--- config.mk ---
export PLATFORM = sky130hd
export DESIGN_NAME = multicycle_ctrl_flat
export DESIGN_NICKNAME = d
export VERILOG_FILES = /design/src/rtl/multicycle_ctrl_if.sv /design/src/rtl/multicycle_ctrl.sv /design/src/flat_wrapper.sv
export SDC_FILE = /design/constraint.sdc
export NUM_CORES = 1
export LEC_CHECK = 0
export ABC_AREA = 0
export ABC_CLOCK_PERIOD_IN_PS = 1700
export BUFFER_PORTS_ARGS = -buffer_cell sky130_fd_sc_hd__buf_2
export CAP_MARGIN = 20
export CORE_MARGIN = 10
export CORE_UTILIZATION = 44
export DETAILED_ROUTE_END_ITERATION = 12
export PLACE_DENSITY = 0.82
export SYNTH_ARGS = -nofsm -noshare
export SYNTH_HDL_FRONTEND = slang
export SYNTH_SLANG_ARGS = --single-unit
--- constraint.sdc ---
create_clock -name clk_i -period 1.7 [get_ports clk_i]
set_clock_uncertainty 0.1 [all_clocks]
set_input_delay 0.34 -clock clk_i [delete_from_list [all_inputs] [get_ports clk_i]]
set_output_delay 0.34 -clock clk_i [all_outputs]
set_load 0.1 [all_outputs]
--- src/rtl/multicycle_ctrl_if.sv ---
// Bundles the controller's datapath-facing signals: opcode, memory ready and
// ALU zero flag in one direction, control strobes and status in the other.
interface multicycle_ctrl_if #(
    parameter int CNT_W = 16
);
    // Inputs to the controller
    logic [5:0]       instr_op_i;
    logic             mem_ready_i;
    logic             zero_i;

    // Control strobes and selects to the datapath
    logic             PCWrite_o;
    logic             IRWrite_o;
    logic             IorD_o;
    logic             MemRead_o;
    logic             MemWrite_o;
    logic             MemtoReg_o;
    logic             RegWrite_o;
    logic             RegDst_o;
    logic             ALUSrcA_o;
    logic [1:0]       ALUSrcB_o;
    logic [2:0]       ALU_op_o;
    logic [1:0]       PCSource_o;

    // Status
    logic [3:0]       state_o;
    logic             illegal_o;
    logic [CNT_W-1:0] instr_cnt_o;

    // Controller side
    modport master (
        input  instr_op_i, mem_ready_i, zero_i,
        output PCWrite_o, IRWrite_o, IorD_o, MemRead_o, MemWrite_o,
               MemtoReg_o, RegWrite_o, RegDst_o, ALUSrcA_o, ALUSrcB_o,
               ALU_op_o, PCSource_o, state_o, illegal_o, instr_cnt_o
    );

    // Datapath side
    modport slave (
        output instr_op_i, mem_ready_i, zero_i,
        input  PCWrite_o, IRWrite_o, IorD_o, MemRead_o, MemWrite_o,
               MemtoReg_o, RegWrite_o, RegDst_o, ALUSrcA_o, ALUSrcB_o,
               ALU_op_o, PCSource_o, state_o, illegal_o, instr_cnt_o
    );
endinterface

--- src/rtl/multicycle_ctrl.sv ---
// Multi-cycle control FSM for a six-opcode ISA (R-type, lw, sw, beq, addi,
// slti) driving a shared-ALU / shared-memory datapath. Memory states stall on
// mem_ready_i with a bounded wait; illegal opcodes and memory timeouts park the
// FSM in an absorbing TRAP state. Retired instructions are counted.
module multicycle_ctrl #(
    parameter int TIMEOUT = 15,
    parameter int CNT_W   = 16
) (
    input  logic              clk_i,
    input  logic              rst_i,
    multicycle_ctrl_if.master bus
);

    typedef enum logic [3:0] {
        ST_FETCH  = 4'd0,
        ST_DECODE = 4'd1,
        ST_MEMADR = 4'd2,
        ST_MEMRD  = 4'd3,
        ST_MEMWB  = 4'd4,
        ST_MEMWR  = 4'd5,
        ST_EXEC   = 4'd6,
        ST_RWB    = 4'd7,
        ST_IEXEC  = 4'd8,
        ST_IWB    = 4'd9,
        ST_BRANCH = 4'd10,
        ST_TRAP   = 4'd11
    } state_t;

    // Legal opcodes, packed into a table so the matchers can be generated
    localparam logic [5:0] OP_RTYPE = 6'b000000;
    localparam logic [5:0] OP_LW    = 6'b100011;
    localparam logic [5:0] OP_SW    = 6'b101011;
    localparam logic [5:0] OP_BEQ   = 6'b000100;
    localparam logic [5:0] OP_ADDI  = 6'b001000;
    localparam logic [5:0] OP_SLTI  = 6'b001010;

    localparam int NUM_OPS  = 6;
    localparam int OPI_RTYPE = 0;
    localparam int OPI_LW    = 1;
    localparam int OPI_SW    = 2;
    localparam int OPI_BEQ   = 3;
    localparam int OPI_ADDI  = 4;
    localparam int OPI_SLTI  = 5;
    localparam logic [6*NUM_OPS-1:0] OP_TABLE =
        {OP_SLTI, OP_ADDI, OP_BEQ, OP_SW, OP_LW, OP_RTYPE};

    // Wait counter only needs to reach TIMEOUT-1; the next miss traps
    localparam int                WAIT_W    = (TIMEOUT > 1) ? $clog2(TIMEOUT) : 1;
    localparam logic [WAIT_W-1:0] WAIT_LAST = WAIT_W'(TIMEOUT - 1);

    state_t             stateReg;
    state_t             stateNext;
    logic [WAIT_W-1:0]  waitCntReg;
    logic [WAIT_W-1:0]  waitCntNext;
    logic [CNT_W-1:0]   instrCntReg;
    logic [CNT_W-1:0]   instrCntNext;
    logic               illegalReg;
    logic               illegalNext;

    logic [NUM_OPS-1:0] opMatch;
    logic [15:0]        inState;
    logic               isRtype;
    logic               isLw;
    logic               isSw;
    logic               isBeq;
    logic               isAddi;
    logic               isSlti;
    logic               memReady;
    logic               waitState;
    logic               waitExpired;
    logic               retire;

    // Datapath-facing control values before reset gating
    logic               pcWrite;
    logic               irWrite;
    logic               iorD;
    logic               memRead;
    logic               memWrite;
    logic               memtoReg;
    logic               regWrite;
    logic               regDst;
    logic               aluSrcA;
    logic [1:0]         aluSrcB;
    logic [2:0]         aluOp;
    logic [1:0]         pcSource;

    genvar gi;

    // One comparator per legal opcode
    generate
        for (gi = 0; gi < NUM_OPS; gi++) begin : g_opMatch
            assign opMatch[gi] = (bus.instr_op_i == OP_TABLE[gi*6 +: 6]);
        end
    endgenerate

    assign isRtype = opMatch[OPI_RTYPE];
    assign isLw    = opMatch[OPI_LW];
    assign isSw    = opMatch[OPI_SW];
    assign isBeq   = opMatch[OPI_BEQ];
    assign isAddi  = opMatch[OPI_ADDI];
    assign isSlti  = opMatch[OPI_SLTI];

    // One-hot view of the state register, including the unreachable codes
    generate
        for (gi = 0; gi < 16; gi++) begin : g_inState
            assign inState[gi] = (4'(stateReg) == 4'(gi));
        end
    endgenerate

    assign memReady    = bus.mem_ready_i;
    assign waitState   = inState[ST_FETCH] | inState[ST_MEMRD] | inState[ST_MEMWR];
    // A ready in the last allowed cycle still wins over the timeout
    assign waitExpired = waitState & ~memReady & (waitCntReg == WAIT_LAST);
    // Retire on the edge that leaves the last step of a completed instruction
    assign retire      = inState[ST_MEMWB] | inState[ST_RWB] | inState[ST_IWB] |
                         inState[ST_BRANCH] | (inState[ST_MEMWR] & memReady);

    // State register
    always_ff @(posedge clk_i or posedge rst_i) begin
        if (rst_i) begin
            stateReg <= ST_FETCH;
        end else begin
            stateReg <= stateNext;
        end
    end

    // Next-state logic
    always_comb begin
        stateNext = stateReg;
        case (stateReg)
            ST_FETCH: begin
                if (memReady) begin
                    stateNext = ST_DECODE;
                end else if (waitExpired) begin
                    stateNext = ST_TRAP;
                end
            end
            ST_DECODE: begin
                if (isRtype) begin
                    stateNext = ST_EXEC;
                end else if (isLw || isSw) begin
                    stateNext = ST_MEMADR;
                end else if (isBeq) begin
                    stateNext = ST_BRANCH;
                end else if (isAddi || isSlti) begin
                    stateNext = ST_IEXEC;
                end else begin
                    stateNext = ST_TRAP;
                end
            end
            ST_MEMADR: stateNext = isLw ? ST_MEMRD : ST_MEMWR;
            ST_MEMRD: begin
                if (memReady) begin
                    stateNext = ST_MEMWB;
                end else if (waitExpired) begin
                    stateNext = ST_TRAP;
                end
            end
            ST_MEMWR: begin
                if (memReady) begin
                    stateNext = ST_FETCH;
                end else if (waitExpired) begin
                    stateNext = ST_TRAP;
                end
            end
            ST_MEMWB:  stateNext = ST_FETCH;
            ST_EXEC:   stateNext = ST_RWB;
            ST_RWB:    stateNext = ST_FETCH;
            ST_IEXEC:  stateNext = ST_IWB;
            ST_IWB:    stateNext = ST_FETCH;
            ST_BRANCH: stateNext = ST_FETCH;
            ST_TRAP:   stateNext = ST_TRAP;
            default:   stateNext = ST_TRAP;
        endcase
    end

    // Output decode of the registered state
    always_comb begin
        pcWrite  = 1'b0;
        irWrite  = 1'b0;
        iorD     = 1'b0;
        memRead  = 1'b0;
        memWrite = 1'b0;
        memtoReg = 1'b0;
        regWrite = 1'b0;
        regDst   = 1'b0;
        aluSrcA  = 1'b0;
        aluSrcB  = 2'b00;
        aluOp    = 3'b000;
        pcSource = 2'b00;
        case (stateReg)
            ST_FETCH: begin
                // PC+4 is computed every cycle but only latched with the IR
                memRead = 1'b1;
                aluSrcB = 2'b01;
                aluOp   = 3'b001;
                irWrite = memReady;
                pcWrite = memReady;
            end
            ST_DECODE: begin
                // Speculative branch target into ALUOut
                aluSrcB = 2'b11;
                aluOp   = 3'b001;
            end
            ST_MEMADR: begin
                aluSrcA = 1'b1;
                aluSrcB = 2'b10;
                aluOp   = isLw ? 3'b011 : 3'b100;
            end
            ST_MEMRD: begin
                memRead = 1'b1;
                iorD    = 1'b1;
            end
            ST_MEMWB: begin
                regWrite = 1'b1;
                memtoReg = 1'b1;
            end
            ST_MEMWR: begin
                memWrite = 1'b1;
                iorD     = 1'b1;
            end
            ST_EXEC: begin
                aluSrcA = 1'b1;
            end
            ST_RWB: begin
                regWrite = 1'b1;
                regDst   = 1'b1;
            end
            ST_IEXEC: begin
                aluSrcA = 1'b1;
                aluSrcB = 2'b10;
                aluOp   = isSlti ? 3'b010 : 3'b001;
            end
            ST_IWB: begin
                regWrite = 1'b1;
            end
            ST_BRANCH: begin
                aluSrcA  = 1'b1;
                aluOp    = 3'b101;
                pcSource = 2'b01;
                pcWrite  = bus.zero_i;
            end
            default: begin
                // TRAP and unreachable codes drive nothing
            end
        endcase
    end

    // Wait counter, illegal flag and retire counter next values
    always_comb begin
        waitCntNext  = waitCntReg;
        illegalNext  = illegalReg;
        instrCntNext = instrCntReg;
        // Any state change restarts the count, so each wait state starts at zero
        if (stateNext != stateReg) begin
            waitCntNext = '0;
        end else if (waitState && !memReady) begin
            waitCntNext = waitCntReg + WAIT_W'(1);
        end
        if (stateNext == ST_TRAP) begin
            illegalNext = 1'b1;
        end
        if (retire) begin
            instrCntNext = instrCntReg + CNT_W'(1);
        end
    end

    // Wait counter, sticky trap flag and retired-instruction counter
    always_ff @(posedge clk_i or posedge rst_i) begin
        if (rst_i) begin
            waitCntReg  <= '0;
            illegalReg  <= 1'b0;
            instrCntReg <= '0;
        end else begin
            waitCntReg  <= waitCntNext;
            illegalReg  <= illegalNext;
            instrCntReg <= instrCntNext;
        end
    end

    // Load strobes are suppressed while reset is held
    assign bus.PCWrite_o   = pcWrite & ~rst_i;
    assign bus.IRWrite_o   = irWrite & ~rst_i;
    assign bus.IorD_o      = iorD;
    assign bus.MemRead_o   = memRead;
    assign bus.MemWrite_o  = memWrite;
    assign bus.MemtoReg_o  = memtoReg;
    assign bus.RegWrite_o  = regWrite;
    assign bus.RegDst_o    = regDst;
    assign bus.ALUSrcA_o   = aluSrcA;
    assign bus.ALUSrcB_o   = aluSrcB;
    assign bus.ALU_op_o    = aluOp;
    assign bus.PCSource_o  = pcSource;
    assign bus.state_o     = stateReg;
    assign bus.illegal_o   = illegalReg;
    assign bus.instr_cnt_o = instrCntReg;

endmodule

--- src/flat_wrapper.sv ---
// flat-port wrapper written by rule: the top's interface ports become plain ports
module multicycle_ctrl_flat 
#(
    parameter int TIMEOUT = 15,
    parameter int CNT_W   = 16
)
  (clk_i, rst_i, bus_instr_op_i, bus_mem_ready_i, bus_zero_i, bus_PCWrite_o, bus_IRWrite_o, bus_IorD_o, bus_MemRead_o, bus_MemWrite_o, bus_MemtoReg_o, bus_RegWrite_o, bus_RegDst_o, bus_ALUSrcA_o, bus_ALUSrcB_o, bus_ALU_op_o, bus_PCSource_o, bus_state_o, bus_illegal_o, bus_instr_cnt_o);
  multicycle_ctrl_if #(.CNT_W(CNT_W)) bus_i ();
  input  logic clk_i;
  input  logic rst_i;
  input wire logic [$bits(bus_i.instr_op_i)-1:0] bus_instr_op_i;
  input wire logic [$bits(bus_i.mem_ready_i)-1:0] bus_mem_ready_i;
  input wire logic [$bits(bus_i.zero_i)-1:0] bus_zero_i;
  output wire logic [$bits(bus_i.PCWrite_o)-1:0] bus_PCWrite_o;
  output wire logic [$bits(bus_i.IRWrite_o)-1:0] bus_IRWrite_o;
  output wire logic [$bits(bus_i.IorD_o)-1:0] bus_IorD_o;
  output wire logic [$bits(bus_i.MemRead_o)-1:0] bus_MemRead_o;
  output wire logic [$bits(bus_i.MemWrite_o)-1:0] bus_MemWrite_o;
  output wire logic [$bits(bus_i.MemtoReg_o)-1:0] bus_MemtoReg_o;
  output wire logic [$bits(bus_i.RegWrite_o)-1:0] bus_RegWrite_o;
  output wire logic [$bits(bus_i.RegDst_o)-1:0] bus_RegDst_o;
  output wire logic [$bits(bus_i.ALUSrcA_o)-1:0] bus_ALUSrcA_o;
  output wire logic [$bits(bus_i.ALUSrcB_o)-1:0] bus_ALUSrcB_o;
  output wire logic [$bits(bus_i.ALU_op_o)-1:0] bus_ALU_op_o;
  output wire logic [$bits(bus_i.PCSource_o)-1:0] bus_PCSource_o;
  output wire logic [$bits(bus_i.state_o)-1:0] bus_state_o;
  output wire logic [$bits(bus_i.illegal_o)-1:0] bus_illegal_o;
  output wire logic [$bits(bus_i.instr_cnt_o)-1:0] bus_instr_cnt_o;
  assign bus_i.instr_op_i = bus_instr_op_i;
  assign bus_i.mem_ready_i = bus_mem_ready_i;
  assign bus_i.zero_i = bus_zero_i;
  assign bus_PCWrite_o = bus_i.PCWrite_o;
  assign bus_IRWrite_o = bus_i.IRWrite_o;
  assign bus_IorD_o = bus_i.IorD_o;
  assign bus_MemRead_o = bus_i.MemRead_o;
  assign bus_MemWrite_o = bus_i.MemWrite_o;
  assign bus_MemtoReg_o = bus_i.MemtoReg_o;
  assign bus_RegWrite_o = bus_i.RegWrite_o;
  assign bus_RegDst_o = bus_i.RegDst_o;
  assign bus_ALUSrcA_o = bus_i.ALUSrcA_o;
  assign bus_ALUSrcB_o = bus_i.ALUSrcB_o;
  assign bus_ALU_op_o = bus_i.ALU_op_o;
  assign bus_PCSource_o = bus_i.PCSource_o;
  assign bus_state_o = bus_i.state_o;
  assign bus_illegal_o = bus_i.illegal_o;
  assign bus_instr_cnt_o = bus_i.instr_cnt_o;
  multicycle_ctrl #(.TIMEOUT(TIMEOUT), .CNT_W(CNT_W)) u_core (.clk_i(clk_i), .rst_i(rst_i), .bus(bus_i));
endmodule
==> metrics.cfg <==
[timing]
rsz0062_at_grt = yes
hold_viol = 0
slew_violations = 0
finalSetupViolations = 42
post-route-min-period_ps = 2160
worst_pin_slew_ps = 514
fin_ws_ps = -460
finalCritPeriodShare_pct = 127
max_freq_ghz = 0.463
tns_ps = -10480
slew-limit-headroom_pct = 66.0

[synth]
yosys-top-cells-count = nor2_1, dfrtp_1, xnor2_1
synth_edf_count = 0
synth_compound_area_share_pct = 17.7
synth_area_um2 = 1750
seq_area_frac_synth_pct = 35.8
ys.warnings.count = 0
ys_types = 58
yosys.area.top_type = dfrtp_1
synth-async-reset-ratio_pct = 100
synth_top_family_by_area = simple AND/OR/NAND/NOR gates
synth.area.top_cells = dfrtp_1, xnor2_1, nor2_1, xor2_1, nand4_1
synth_seq_cells = 25
synth-xor-area-share_pct = 10.5
syn_nets = 201
syn_area_per_cell_um2 = 9.28
synthMuxAreaShare_pct = 0.645
synth_fa_ha_area_share_pct = 2.72
synthSimpleGateAreaFrac_pct = 26.9
yosys.cell_count.top_type = nor2_1
synthCells = 188
yosysTopAreaCellShare_pct = 35.8
ys.flop_type = dfrtp_1

[drt]
drt-pass1-iter-count = 4
wl_per_cell_um = 23.0
drc_errors = 0
drtIter0Drc = 259
ant_nets = 0
viasPerCell = 6.01
vias = 2079
drt-total-wl_um = 7950

[layout]
final_area_um2 = 3320
drive_above_1_share_pct = 62.8
nets = 312
layout.cells.non_filler = 346
syn_to_final_growth_pct = 90.2
fill_cells = 145
antenna_cells = 0

[floorplan]
dieWidth_um = 83.0
row_count = 22
dieArea_um2 = 6890
ios = 47
fp.coreArea_um2 = 3740
die_h_um = 83.0
initial_core_util_pct = 46.6

[placement]
place.gp.congestion = 0.872
hpwl_um = 4460
dpl_cell_area_um2 = 2770
placed_cells = 320
portBuffers = 45

[worst_setup_path]
crit_type = input port to output port
cpMaxStageDelayCell = nor4_4
cp-end-kind = output port
cp.arrival_ps = 1720
critPathMaxFanout = 4
max_stage_delay_ps = 380
crit_path_start_kind = input port
critPathRequiredTime_ps = 1260
cp_cell_sequence = buf_2 -> nor4_4 -> nand2_2 -> nor3_4 -> buf_6 -> a211oi_4 -> o21a_4 -> buf_12
crit_family = simple AND/OR/NAND/NOR gates
critical_path_buf_inv_count = 3

[global_route]
grt_pass1_wl_um = 10900
grt_pass1_vias = 2081
grt_start_max_net_pins = 20
gr-total-overflow = 0
grt_use_total_pct = 18.5
antenna_found_initial = 0

[cts]
clk_latency_ps = 270
tritoncts = built
cts_buffers = 3
clk_path_buf_depth = 2
cts_sinks = 25
clock-root-buffer = clkbuf_8
clk_pin_slew_ps = 90
htreeDepth = 1

[run_status]
status = finished, violations left
violations = negative setup slack

[job]
maxCapViolCount = 0

[worst_hold_path]
min_path_type = input port to async pin

## cells in the final DEF, fill, tap and decap left out, types with 3 or more instances in the layout
| cell type | count |
|---|---|
| a21oi_1 | 4 |
| nor2_4 | 3 |
| nand2_1 | 9 |
| buf_2 | 23 |
| xnor2_2 | 3 |
| dfrtp_4 | 4 |
| nand3_1 | 3 |
| nor2b_4 | 3 |
| dfrtp_1 | 21 |
| nor2_2 | 6 |
| and3_1 | 6 |
| xnor2_1 | 10 |
| nand4_1 | 8 |
| nor3_4 | 4 |
| xor2_1 | 8 |
| inv_1 | 4 |
| buf_12 | 20 |
| ha_1 | 3 |
| clkbuf_8 | 3 |
| buf_6 | 15 |
| nor2_1 | 18 |
| buf_4 | 53 |
## stage by stage
stage | setup WS [ps] | util, % | hold WS, ps
5_1_grt | -482 | 88.7 | 83.8
2_1_floorplan | -826 | - | 293
3_3_place_gp | -386 | 74.1 | 264
4_1_cts | -386 | 83.1 | 49.3
3_5_place_dp | -631 | 74.1 | 284
6_report | -460 | 88.7 | 59.1
## routing by layer
layer / global-route usage [%] / wire length [µm]
met3: 2.34 / 540
met5: 0 / 0
met4: 6.92 / 318
met1: 20.7 / 2880
met2: 34.4 / 4200
## path summary, 6_finish.rpt
kind | from | to | slack, ps | cells after the start
setup reg to reg | u_core.bus.state_o[0] | u_core.bus.illegal_o | -430 | 7
max in group asynchronous | rst_i | u_core.bus.state_o[0] | 640 | 4
hold / removal | rst_i | u_core.bus.instr_cnt_o[9] | 60 | 3
setup / recovery | bus_instr_op_i[2] | bus_ALU_op_o[0] | -460 | 8
min in group clk_i | u_core.bus.instr_cnt_o[13] | u_core.bus.instr_cnt_o[13] | 390 | 1
hold reg to reg | u_core.bus.instr_cnt_o[13] | u_core.bus.instr_cnt_o[13] | 390 | 1
## worst register-to-register path: stages (launching register included)
cell and delay (ps):
dfrtp_4 550, buf_6 160, buf_4 130, xor2_1 280, or3_4 200, o21ai_2 40
a311o_1 310, a31o_1 240
## state kept, by name, summed over array words and instances (netlist names)
signal	count
u_core.bus.illegal_o	1
u_core.bus.instr_cnt_o	16
u_core.bus.state_o	4
u_core.waitCntReg	4
## cell families (layout without fill, tap and decap cells)
logic type | Yosys count | count (layout)
other cells | 1 | 1
xor+xnor | 21 | 21
compound gates | 34 | 35
buf+inv | 17 | 126
flops | 25 | 25
mux | 1 | 1
fa+ha+maj | 4 | 4
simple gates | 85 | 85
## layout make-up
class | instances | area [µm²] | area share [%]
clock inverters | 1 | 7.51 | 0.226
multi-input cells | 147 | 1380 | 41.6
well taps | 48 | 60.1 | 1.81
clock buffers | 3 | 41.3 | 1.24
flip-flops and latches | 25 | 641 | 19.3
inverters | 6 | 27.5 | 0.829
repair buffers | 116 | 1160 | 35.0
## what timing repair did
| item | in CTS | in global routing |
|---|---|---|
| hold buffers | 1 | 0 |
| endpoints found under the hold margin | 6 | 0 |
| buffers inserted | 12 | 9 |
| pin swaps | 10 | 21 |
| resized for setup | 39 | 34 |
| gates cloned | 2 | 0 |
| setup endpoints to repair | 38 | 44 |
Power is left out: the tool's default activity adds up to more than one toggle a clock period on the data nets, which glitch-free logic cannot reach.
